<file path="config.mk">
export PLATFORM = sky130hd
export DESIGN_NAME = imem_loadable
export DESIGN_NICKNAME = d
export VERILOG_FILES = /design/src/rtl/imem_loadable.sv
export SDC_FILE = /design/constraint.sdc
export NUM_CORES = 1
export LEC_CHECK = 0
export BUFFER_PORTS_ARGS = -buffer_cell sky130_fd_sc_hd__buf_4
export CAP_MARGIN = 0
export CORE_ASPECT_RATIO = 1.1
export CORE_MARGIN = 10
export CORE_UTILIZATION = 50
export DETAILED_ROUTE_END_ITERATION = 7
export PLACE_DENSITY = 0.75
export SETUP_SLACK_MARGIN = 0.2
export SLEW_MARGIN = 0
export SYNTH_ARGS = -nofsm -noshare
export SYNTH_HDL_FRONTEND = slang
export SYNTH_SLANG_ARGS = --single-unit
</file>
<file path="constraint.sdc">
create_clock -name clk -period 3.75 [get_ports clk]
set_input_delay 0.375 -clock clk [delete_from_list [all_inputs] [get_ports clk]]
set_output_delay 0.375 -clock clk [all_outputs]
set_load 0.01 [all_outputs]
</file>
<file path="src/rtl/imem_loadable.sv">
// Run-time loadable instruction memory: streamed program port, registered fetch port, IDLE/LOAD/RUN control.
// Latency: fetch response one cycle after fetch_req; state/ready/running change one cycle after the sampling edge.
// Backpressure: prog_ready is high only in LOAD; the fetch port has none (one response per request, every cycle).
module imem_loadable #(
    parameter int DATA_W = 32,
    parameter int DEPTH  = 32,
    parameter int ADDR_W = $clog2(DEPTH)
) (
    input  logic              clk,
    input  logic              rst,
    input  logic              prog_start,
    input  logic              prog_valid,
    input  logic [DATA_W-1:0] prog_data,
    output logic              prog_ready,
    input  logic              prog_done,
    input  logic              fetch_req,
    input  logic [ADDR_W-1:0] fetch_addr,
    output logic              fetch_valid,
    output logic [DATA_W-1:0] fetch_data,
    output logic              fetch_err,
    output logic              running,
    output logic [ADDR_W:0]   load_count
);

    typedef enum logic [1:0] {
        IDLE = 2'd0,
        LOAD = 2'd1,
        RUN  = 2'd2
    } state_t;

    localparam logic [ADDR_W-1:0] LAST_PTR = ADDR_W'(DEPTH - 1);

    state_t            state;
    logic [ADDR_W-1:0] ptr;
    logic [DATA_W-1:0] mem [DEPTH];
    logic              accept;
    logic              fetch_ok;

    // A restart in the same cycle always wins over a program beat.
    assign accept   = prog_valid && prog_ready && !prog_start;
    assign fetch_ok = running && ({1'b0, fetch_addr} < load_count);

    // Program storage is deliberately not reset; only the loaded range is ever fetchable.
    always_ff @(posedge clk) begin
        if (!rst && accept) begin
            mem[ptr] <= prog_data;
        end
    end

    always_ff @(posedge clk) begin
        if (rst) begin
            state       <= IDLE;
            ptr         <= '0;
            load_count  <= '0;
            prog_ready  <= 1'b0;
            running     <= 1'b0;
            fetch_valid <= 1'b0;
            fetch_data  <= '0;
            fetch_err   <= 1'b0;
        end else begin
            if (prog_start) begin
                state      <= LOAD;
                ptr        <= '0;
                load_count <= '0;
                prog_ready <= 1'b1;
                running    <= 1'b0;
            end else if (state == LOAD) begin
                if (accept) begin
                    ptr        <= (ptr == LAST_PTR) ? ptr : ptr + 1'b1;
                    load_count <= load_count + 1'b1;
                end
                if (prog_done || (accept && ptr == LAST_PTR)) begin
                    state      <= RUN;
                    prog_ready <= 1'b0;
                    running    <= 1'b1;
                end
            end

            // Validity uses the registered running/load_count of the request cycle.
            fetch_valid <= fetch_req;
            if (fetch_req) begin
                if (fetch_ok) begin
                    fetch_data <= mem[fetch_addr];
                    fetch_err  <= 1'b0;
                end else begin
                    fetch_data <= '0;
                    fetch_err  <= 1'b1;
                end
            end else begin
                fetch_err <= 1'b0;
            end
        end
    end

endmodule

</file>
==> impl_metrics.toml <==
[status]
status = "finished, final reports clean"

[clock_tree]
root_buffer = "clkbuf_16"
clock_path_buffers = 3
numCtsBuffers = 102
cts_tree = "done"
cts_setup_buffers = 0
clock_sinks = 1071
clk_latency_ns = 0.67
htree_levels = 3
clk_pin_slew_worst_paths_ns = 0.06

[sta]
max_freq_mhz = 327.4
tightest_slew_ns = 1.023
hold_viol_final = 0
rsz0062_at_grt = "no"
setup_viol = 0
maxSlewViolCount = 0
hold_ws_ns = 0.08406
skew_ns = 0.03850
slew_headroom_pct = 30.85
period_share_pct = 81.45
tns_ns = 0
min_period_ns = 3.054

[drt]
wl_per_cell_um = 31.20
ant_nets = 0
drtPass1Iterations = 5
totalWireLength_um = 96860
drcViolationCount = 0
vias_per_cell = 6.405
drt_iter0_markers = 2614
vias = 19880

[grt]
grt_first_pass_wirelength_um = 142800
grt_pass1_vias = 20740
grt_overflow = 0
gr-usage-all-layers_pct = 20.77
grt_max_degree = 56
antenna_found_initial = 3

[place]
place_congestion = 0.8171
post-dp-hpwl_um = 54470
portBuffers = 84

[setup_path]
worst-path-buf-inv = 4
worstSetupStartpointType = "primary input"
r2r_slack_ns = 0.79
cp_data_arrival_time_ns = 3.38
cpMostUsedCell = "buf_4"
slowest_delay_ns = 0.78
crit_family = "simple AND/OR/NAND/NOR gates"
crit_fanout = 20
critPathKind = "primary input to flop"
cp.required_ns = 4.08
crit_path_top_delay_cell = "nor4bb_1"
crit_chain = "dlygate4sd3_1 > buf_4 > nor4bb_1 > nand2_1 > buf_4 > nor2_4 > buf_12"
critPathCaptureType = "flop"

[synthesis]
syn_area_um2 = 40550
syn-instance-count = 1799
synth_cell_types = 41
ys_warn_count = 0
syn-mean-instance-area_um2 = 22.54
ys_ff_latch = 1071
syn-num-nets = 1852
yosysSeqAreaShare_pct = 78.15

[finish]
multi_input_area_um2 = 8508
final_common_cell = "edfxtp_1"
drive_gt1_share_pct = 30.20
syn2layout_area_growth_pct = 15.06
fillers = 5571
register_area_um2 = 31690
layout_common_cells = "edfxtp_1 (1024), mux4_2 (256), buf_4 (126)"
fin_nets = 2017
n_antenna_cell = 0

[floorplanning]
io-pin-count = 85
row_count = 109
fp.dieH_um = 318.7
fp.dieW_um = 291.5
core_um2 = 80460
start_util_pct = 50.40
dieArea_um2 = 92910

[power_and_ir_drop]
finalPower_uw = 24580
max-vdd-ir-drop_mv = 0.4562
p_leak_uw = 0.01470
power_density_nw_per_um2 = 526.9

[job]
maxCapViolations = 0

[worst_hold_path]
hp-class = "primary input to flop"
per-stage QoR:
| step | cells | worst slack, ns | cell area (µm²) | util (%) |
|---|---|---|---|---|
| 4_1_cts | 3104 | 0.7115 | 46660 | 57.98 |
| 6_report | 3104 | 0.6957 | 46660 | 57.98 |
| 5_1_grt | 3104 | 0.6160 | 46660 | 57.98 |
| 3_3_place_gp | 2912 | 0.6270 | 43180 | 53.66 |
| 3_5_place_dp | 2912 | 0.6159 | 43180 | 53.66 |
| 2_1_floorplan | 1799 | 0.8422 | 40550 | - |
worst paths after layout:
| kind | start | to | depth (start not counted) |
|---|---|---|---|
| min | prog_done | state[1]$_SDFFE_PP0P_ | 4 |
| min reg2reg | fetch_data[17]$_SDFFE_PP0P_ | fetch_data[17]$_SDFFE_PP0P_ | 1 |
| max reg2reg | state[0]$_SDFFE_PP0P_ | mem[25][10]$_DFFE_PP_ | 5 |
| max | rst | mem[25][10]$_DFFE_PP_ | 7 |
cell usage after synthesis (all sizes together):
library cell / number / area [µm²]
o22ai: 12 / 75.07
dfxtp: 47 / 940.9
or3: 2 / 12.51
o21ai: 4 / 20.01
nor2b: 17 / 106.4
ha: 10 / 125.1
a21oi: 36 / 180.2
mux4: 256 / 5766
a31o: 1 / 8.760
nand3: 1 / 5.000
nand3b: 3 / 22.52
a22oi: 77 / 578.1
xor2: 2 / 17.52
nand4: 3 / 18.77
a211oi: 25 / 192.7
or2: 3 / 18.77
mux2i: 30 / 300.3
o2111ai: 1 / 8.760
and2: 3 / 18.77
edfxtp: 1024 / 30750
or3b: 2 / 17.52
nor2: 51 / 191.4
inv: 10 / 37.54
xnor2: 6 / 52.55
a221o: 31 / 310.3
clkbuf: 48 / 180.2
a21o: 1 / 7.510
buf: 54 / 405.4
nor3b: 1 / 7.510
a2111oi: 1 / 8.760
nand2: 28 / 105.1
o211ai: 1 / 7.510
and3: 1 / 6.260
nor4bb: 2 / 20.02
nand2b: 3 / 18.77
nor3: 2 / 10.01
kinds of logic (layout without fill, tap and decap cells):
group	after synthesis	count (layout)	synth area share, %
DFF	1071	1071	78.15
muxes	286	286	14.96
AOI/OAI and AO/OA	190	190	3.446
and+or+nand+nor	122	122	1.429
buffers and inverters	112	363	1.537
adders and majority gates	10	10	0.3085
xor gates and xnor gates	8	8	0.1728
repair_timing:
| item | CTS | global route |
|---|---|---|
| resized for setup | 0 | 0 |
| hold buffers | 2 | 0 |
| hold endpoints to repair | 1 | 0 |
power breakdown:
part / total (µW) / internal (µW) / switching (µW)
registers: 13100 / 13100 / 5.35
logic: 951 / 382 / 569
clock network: 10500 / 6100 / 4440
sequential cells by signal, summed over array words and instances, names as in the netlist:
| signal | cells |
|---|---|
| mem | 1024 |
| fetch_err | 1 |
| state | 2 |
| load_count | 6 |
| fetch_valid | 1 |
| ptr | 5 |
| fetch_data | 32 |
layout make-up:
type	instances	area share, %
Timing Repair Buffer	163	3.524
Sequential cell	1071	67.92
Clock inverter	58	1.437
Tap cell	1054	2.826
Clock buffer	132	5.975
Multi-Input combinational cell	616	18.24
Inverter	10	0.08045
tightest hold or removal path: cells and delay by family:
| family | cells | cell delay [ns] |
|---|---|---|
| buffers and inverters | 1 | 0.09 |
| AO/OA/AOI/OAI | 2 | 0.16 |
| AND/OR/NAND/NOR | 1 | 0.08 |
routing by layer:
layer  up-vias  global-route usage, %  share of wire, %
li1       7990                      -                 -
met1     10470                  27.79                37
met2      1177                  33.52                49
met3       239                  3.959               9.7
met4         4                  8.149               3.9
met5         -                      0             0.028
Note: power is estimated with default switching activity, not from simulation.
